===== config.mk =====
export PLATFORM = sky130hd
export DESIGN_NAME = bios_loadable_bank
export DESIGN_NICKNAME = d
export VERILOG_FILES = /design/src/rtl/i281_bios_pkg.sv /design/src/rtl/bios_bank_mem.sv /design/src/rtl/bios_loadable_bank.sv
export SDC_FILE = /design/constraint.sdc
export NUM_CORES = 1
export LEC_CHECK = 0
export CORE_MARGIN = 10
export CORE_UTILIZATION = 45
export DETAILED_ROUTE_END_ITERATION = 8
export SYNTH_ARGS = -nofsm -noshare
export SYNTH_HDL_FRONTEND = slang
export SYNTH_SLANG_ARGS = --single-unit

===== constraint.sdc =====
create_clock -name clock -period 2.9 [get_ports clock]
set_input_delay 0.725 -clock clock [delete_from_list [all_inputs] [get_ports clock]]
set_output_delay 0.725 -clock clock [all_outputs]
set_load 0.02 [all_outputs]

===== src/rtl/i281_bios_pkg.sv =====
// Shared definitions for the loadable BIOS instruction bank: reload FSM
// state encoding, default geometry and the modular checksum helper.
package i281_bios_pkg;

    typedef enum logic [1:0] {
        IDLE  = 2'd0,
        LOAD  = 2'd1,
        CHECK = 2'd2,
        DONE  = 2'd3
    } bank_state_t;

    localparam int DEFAULT_WIDTH = 16;
    localparam int DEFAULT_DEPTH = 16;

    // Running checksum step: (a + b) mod 2^width, for widths up to 64 bits.
    function automatic logic [63:0] csum_add(input logic [63:0] a,
                                             input logic [63:0] b,
                                             input int          width);
        logic [63:0] mask;
        mask = (width >= 64) ? '1 : ((64'd1 << width) - 64'd1);
        return (a + b) & mask;
    endfunction

endpackage


===== src/rtl/bios_bank_mem.sv =====
// DEPTH x WIDTH instruction register array: async clear to zero, one
// write port, one registered read port with read-before-write behaviour.
module bios_bank_mem #(
    parameter int WIDTH = 16,
    parameter int DEPTH = 16,
    localparam int AW   = $clog2(DEPTH)
) (
    input  logic             clock,
    input  logic             reset_n,
    input  logic             i_wr_en,
    input  logic [AW-1:0]    i_wr_addr,
    input  logic [WIDTH-1:0] i_wr_data,
    input  logic [AW-1:0]    i_rd_addr,
    output logic [WIDTH-1:0] o_rd_data
);

    logic [WIDTH-1:0] r_mem [DEPTH];

    // Storage and read register; the read samples the pre-write contents.
    always_ff @(posedge clock or negedge reset_n) begin
        if (!reset_n) begin
            for (int i = 0; i < DEPTH; i++) begin
                r_mem[i] <= '0;
            end
            o_rd_data <= '0;
        end else begin
            if (i_wr_en) begin
                r_mem[i_wr_addr] <= i_wr_data;
            end
            o_rd_data <= r_mem[i_rd_addr];
        end
    end

endmodule


===== src/rtl/bios_loadable_bank.sv =====
// Loadable BIOS instruction bank: registered fetch port plus a valid/ready
// reload stream closed by a checksum beat. Define BIOS_LOCK_EN to make the
// bank write-once per reset (load_start ignored after the first DONE).
module bios_loadable_bank
    import i281_bios_pkg::*;
#(
    parameter int WIDTH = DEFAULT_WIDTH,
    parameter int DEPTH = DEFAULT_DEPTH,
    localparam int AW   = $clog2(DEPTH)
) (
    input  logic             clock,
    input  logic             reset_n,
    input  logic [AW-1:0]    rd_addr,
    output logic [WIDTH-1:0] rd_data,
    input  logic             load_start,
    input  logic             load_abort,
    input  logic             ld_valid,
    output logic             ld_ready,
    input  logic [WIDTH-1:0] ld_data,
    output logic             bank_valid,
    output logic             load_busy,
    output logic             load_err
);

    bank_state_t      r_state;
    logic [AW-1:0]    r_wr_ptr;
    logic [WIDTH-1:0] r_sum;
    logic             r_bank_valid;
    logic             r_load_err;

    logic             w_ready;
    logic             w_beat;
    logic             w_start;
    logic             w_wr_en;
    logic [WIDTH-1:0] w_sum_next;

    assign w_ready    = (r_state == LOAD) || (r_state == CHECK);
    assign w_beat     = ld_valid & w_ready;
    assign w_wr_en    = (r_state == LOAD) & w_beat & ~load_abort;
    assign w_sum_next = WIDTH'(csum_add(64'(r_sum), 64'(ld_data), WIDTH));

`ifdef BIOS_LOCK_EN
    logic r_locked;

    assign w_start = load_start & ~r_locked;

    // Lock latch: set on the first successful checksum, cleared only by reset.
    always_ff @(posedge clock or negedge reset_n) begin
        if (!reset_n) begin
            r_locked <= 1'b0;
        end else if (r_state == CHECK && w_beat && !load_abort && ld_data == r_sum) begin
            r_locked <= 1'b1;
        end
    end
`else
    assign w_start = load_start;
`endif

    // Reload FSM with write pointer, running checksum and status flags.
    always_ff @(posedge clock or negedge reset_n) begin
        if (!reset_n) begin
            r_state      <= IDLE;
            r_wr_ptr     <= '0;
            r_sum        <= '0;
            r_bank_valid <= 1'b1;
            r_load_err   <= 1'b0;
        end else begin
            case (r_state)
                IDLE, DONE: begin
                    if (w_start) begin
                        r_state      <= LOAD;
                        r_wr_ptr     <= '0;
                        r_sum        <= '0;
                        r_bank_valid <= 1'b0;
                        r_load_err   <= 1'b0;
                    end
                end
                LOAD: begin
                    if (load_abort) begin
                        r_state      <= IDLE;
                        r_load_err   <= 1'b1;
                        r_bank_valid <= 1'b0;
                    end else if (w_beat) begin
                        r_sum    <= w_sum_next;
                        r_wr_ptr <= r_wr_ptr + AW'(1);
                        if (r_wr_ptr == AW'(DEPTH - 1)) begin
                            r_state <= CHECK;
                        end
                    end
                end
                CHECK: begin
                    if (load_abort) begin
                        r_state      <= IDLE;
                        r_load_err   <= 1'b1;
                        r_bank_valid <= 1'b0;
                    end else if (w_beat) begin
                        if (ld_data == r_sum) begin
                            r_bank_valid <= 1'b1;
                            r_state      <= DONE;
                        end else begin
                            r_load_err <= 1'b1;
                            r_state    <= IDLE;
                        end
                    end
                end
                default: r_state <= IDLE;
            endcase
        end
    end

    assign ld_ready   = w_ready;
    assign load_busy  = w_ready;
    assign bank_valid = r_bank_valid;
    assign load_err   = r_load_err;

    bios_bank_mem #(
        .WIDTH(WIDTH),
        .DEPTH(DEPTH)
    ) u_mem (
        .clock    (clock),
        .reset_n  (reset_n),
        .i_wr_en  (w_wr_en),
        .i_wr_addr(r_wr_ptr),
        .i_wr_data(ld_data),
        .i_rd_addr(rd_addr),
        .o_rd_data(rd_data)
    );

endmodule


# Yosys cells after proc, flatten, opt, wreduce, memory -nomap -nowiden
# Cells that the tools add are included.
# op_classes
reduce_logical	9
n_addsub	2
order_cmp	3
n_bitwise	6
n_eq_ne	14
n_mux	33
# op_table
operator	n
$bwmux W256	1
$mux W16	6
$bmux W16 S4	1
$demux W16 S4	1
$pmux W16 S2	1
$add A16 B16 Y16	1
$eq A16 B16 Y1	1
$reduce_and A4 Y1	4
$mux W2	7
$mux W4	3
$ge A5 B5 Y1 const B	2
$not A4 Y5	2
$mux W1	9
$ne A3 B3 Y1 const B	3
$ne A2 B2 Y1 const B	4
$pmux W4 S2	1
$ne A3 B2 Y1 const B	2
$pmux W1 S3	2
$pmux W2 S3	1
$lt A5 B1 Y1 const B	1
$add A4 B1 Y4 const B	1
$eq A2 B2 Y1 const B	2
$eq A4 B4 Y1 const B	1
$and A1 B1 Y1	3
other kinds (7)	7
# word_totals
word_cells	89
output_inout_bits	20
regBits	296

# Logic depth before layout (Yosys ltp)
# Gate-level depths: netlist (run 1).
# logic_depth
depth_word	6
mapped_depth	9
depth_no_buf	9

# Hierarchy
# A second synthesis (run 1) with hierarchy kept.
# unflattened
hier_cells	942
area_unflattened_um2	13880.8
# modules_own_cells
module	area_per_inst_um2	n_inst	cells_per_inst	seq_area_each_um2
bios_bank_mem	12024.0	1	728	6806.5
bios_loadable_bank	1856.8	1	214	601.8

# Worst setup path after synthesis (run 1)
# No wires, ideal clock.
# synth_timing
path_kind	input to register
start	in ld_data[0]
end	reg r_sum[10]
path_slack_ns	0.412
required_time_ns	2.779
cell_stages	9
arrival_ns	2.367
setup_time_ns	0.121
cell_sequence	ha_1 inv_1 fa_1 nor2b_1 o211ai_1 a31oi_1 a21boi_0 xnor2_1 a22o_1
# synth_via
elab_chain_len	4
# synth_lines
item	line	rtl
start: declaration	bios_loadable_bank.sv:19	input logic [WIDTH-1:0] ld_data,
$add A16 B16 Y16	i281_bios_pkg.sv:21	return (a + b) & mask;
$mux W16	bios_loadable_bank.sv:83	end else if (w_beat) begin
$mux W16	bios_loadable_bank.sv:79	if (load_abort) begin
$pmux W16 S2	bios_loadable_bank.sv:68	case (r_state)
end signal: assignment	bios_loadable_bank.sv:84	r_sum <= w_sum_next;
end: declaration	bios_loadable_bank.sv:27	logic [WIDTH-1:0] r_sum;
# Every way passes these cells. The select of a mux whose other input is x is not followed.
# A chain may end at the register's enable or synchronous reset.

# Worst setup path in the final report (run 1)
# layout_timing
start	in ld_data[9]
end	reg r_state[0]
# layout_via
elab_chain_len	5
# layout_lines
item	line	rtl
$eq A16 B16 Y1	bios_loadable_bank.sv:97	if (ld_data == r_sum) begin
$mux W2	bios_loadable_bank.sv:97	
$mux W2	bios_loadable_bank.sv:96	end else if (w_beat) begin
$mux W2	bios_loadable_bank.sv:92	if (load_abort) begin
$pmux W2 S3	bios_loadable_bank.sv:68	
end signal: assignment	bios_loadable_bank.sv:71	r_state <= LOAD;
end signal: assignment	bios_loadable_bank.sv:93	r_state <= IDLE;
end signal: assignment	bios_loadable_bank.sv:99	r_state <= DONE;
end: declaration	bios_loadable_bank.sv:25	bank_state_t r_state;
# Every way passes these cells. The select of a mux whose other input is x is not followed.

==> metrics.txt, run 1 <==
Syn Nets 931; vias 7811; Area contributors post-synth dfrtp_1 (54%), mux2_2 (21%), mux4_2 (13%); worst-path fanout max 7; relative slew slack 52.5%; DRC 0; synthesized area 13700 um^2; Finished Layout Cells 1395; number of distinct library cells after synthesis 54; clock-pin slew on the worst setup and hold paths 0.06 ns; Worst Setup Path Type in -> reg; Hold Crit Class in -> async; VDD IR max 0.579 mV; Seq cells post-synth 296; Layout Skew 0.00763 ns; I/O Buffers 44; endpoint class of the critical path flip-flop; Yosys warnings 0; ys async rst share 100%; Routed Antenna Nets 0; DP HPWL 20100 um; mux share of post-synthesis cell area 34.1%; Tmin final 2.55 ns; deepest level of the CTS H-tree 2; Ant. Diodes 0; CTS tree done; Longest Clk Path Bufs 3; gr usage total 16.9%; die area 37900 um^2; adder-cell share of the synthesized area 2.06%; cts repair resizes 0; Num Clock Sinks 296; Row Count 63; XOR/XNOR share of the synthesized area 0.958%; final hold slack 0.0348 ns; drt wl/cell 23.0 um; largest family of logic cells by synthesized area multiplexers; global-route wire length before repair 50400 um; drt first pass iters 4; final WL 32100 um; Mapped Cells 884; core area 29900 um^2; Lkg Pwr 7.65 nW; clk_lat worst skew 0.50 ns; Hold Violations, Final 0; routed vias/inst 5.60; achievable frequency 392 MHz; initial antenna violation count 0; GP Congestion 0.795; reg2reg setup slack 0.61 ns; post-synth top area share 53.8%; Final Util 54.3%; Chip Width 195 um; Initial Utilization 45.9%; Placed Area 15100 um^2; Post-CTS Setup Bufs 0; FF-to-FF path depth 8; Num CTS Buffers 34; max-cap violations 0; Worst EP arrival 2.99 ns; height of the die 195 um; syn avg cell area 15.5 um^2; I/O Pins 45; final setup violation count 0; Tightest Pin Transition 0.712 ns; Root Buffer clkbuf_16; cts-stage hold buffer count 0; Final Cycle Share 88.0%; RSZ-0062 raised after global routing no; Initial DRC Count 442; outcome finished, final reports clean; PwrDens 719 nW/um^2; Post-Synth Simple-Gate Area 3.11%; share of post-route cells with drive strength above 1 48.6%; most common flop cell mapped by yosys dfrtp_1; placed insts 1335; EDFF count, synth 0; sequential area share after synthesis 54.0%; R2R Path Start r_state[1]; dominant cell type by area after synthesis dfrtp_1; final slew viol count 0; pin count of the biggest net entering global routing 131; Startpoint Class input pin; Finished Cell Area 16200 um^2; Area Overhead vs Synth 18.2%; post-synthesis compound-gate area fraction 3.32%; fin nets 1028; vias in the first global route 8323; Overflow after GRT 0; CP required 3.34 ns; RR Endpoint u_mem.r_mem[15]
## through the flow
step	power, mW	setup TNS (ns)	worst slack [ns]
floorplan	6.71	0	0.412
global placement	7.58	-0.987	-0.178
detailed placement	7.63	-0.965	-0.147
CTS	11.8	0	0.0136
global route	12.3	0	0.194
finish	11.7	0	0.347
## critical path: stages
cell             delay (ns)
clkdlybuf4s50_1        0.53
ha_1                   0.43
nor4_1                 0.42
buf_4                  0.18
and4_1                 0.21
nor3b_4                0.25
or2_1                  0.13
mux2_1                 0.12
## layout make-up
cell class / instances / area, um^2
well taps: 390 / 488
flip-flops and latches: 296 / 7410
inverters: 12 / 45.0
repair buffers: 122 / 1220
fillers: 2410 / 13700
multi-input cells: 515 / 5970
clock inverters: 12 / 97.6
clock buffers: 48 / 985
## Yosys cell counts (all sizes together), types with 10 or more instances
master and number:
mux4 80, a21oi 10, buf 29, ha 21, inv 12, xnor2 11, o21ai 13, clkbuf 32
a22o 14, nor2 22, dfrtp 295, nand2 25, mux2 254
## metal layers
metal / part of all wire (%) / GRT usage, % / routed length [um]
met1: 45 / 22.5 / 14500
met2: 50 / 28.2 / 15900
met3: 3.6 / 3.15 / 1160
met4: 1.5 / 3.86 / 493
met5: 0 / 0 / 0
## worst max path at each step
stage               start    endpoint  slack, ns  cells after the start
3_3_place_gp   ld_data[9]  r_state[0]      -0.18                      8
2_1_floorplan  ld_data[0]   r_sum[10]       0.41                      9
4_1_cts        r_state[0]    ld_ready       0.01                      4
6_report       ld_data[9]  r_state[0]       0.35                      8
5_1_grt        ld_data[0]   r_sum[14]       0.19                     11
3_5_place_dp   ld_data[9]  r_state[0]      -0.15                      8
## power by group
group / switching [mW] / internal (mW) / leakage (nW)
combinational: 1.19 / 1.36 / 3.07
clock: 1.67 / 2.46 / 0.533
sequential: 0.293 / 4.69 / 4.05
## cells in the final DEF (no fill, tap or decap), drive strengths merged, types with 2 or more instances in the layout
cell type      instances
dlymetal6s2s           2
nand4                  2
clkdlybuf4s50         39
nand3                  9
nand2                 25
a22o                  14
ha                    21
nand2b                 3
xnor2                 11
o21ai                 13
mux4                  80
a21oi                 10
nand3b                 2
o21a                   5
clkbuf                48
clkinv                 8
and3                   2
mux2                 254
nor4                   3
xor2                   4
nor2                  22
inv                   13
nor2b                  3
buf                   81
a31oi                  4
a211oi                 3
a21o                   4
dfrtp                295
clkinvlp               2
o211ai                 3
## cell families after synthesis
family	Yosys count
multiplexers	335
flip-flops	296
AO/OA/AOI/OAI	65
adder cells (fa/ha/maj)	22
AND/OR/NAND/NOR	78
XOR/XNOR	15
buffers and inverters	73
## flip-flops by register name, indices dropped and copies added (netlist names)
register	count
u_mem.r_mem	256
r_sum	16
bank_valid	1
r_state	2
r_wr_ptr	4
load_err	1
u_mem.o_rd_data	16
(Power assumes the default switching activity.)
==> run 2: changes to the inputs <==
Settings changed: CAP_MARGIN set to 10.
==> results of run 2 <==
Same layout as run 1: the final DEF is identical, and so are final timing and power.
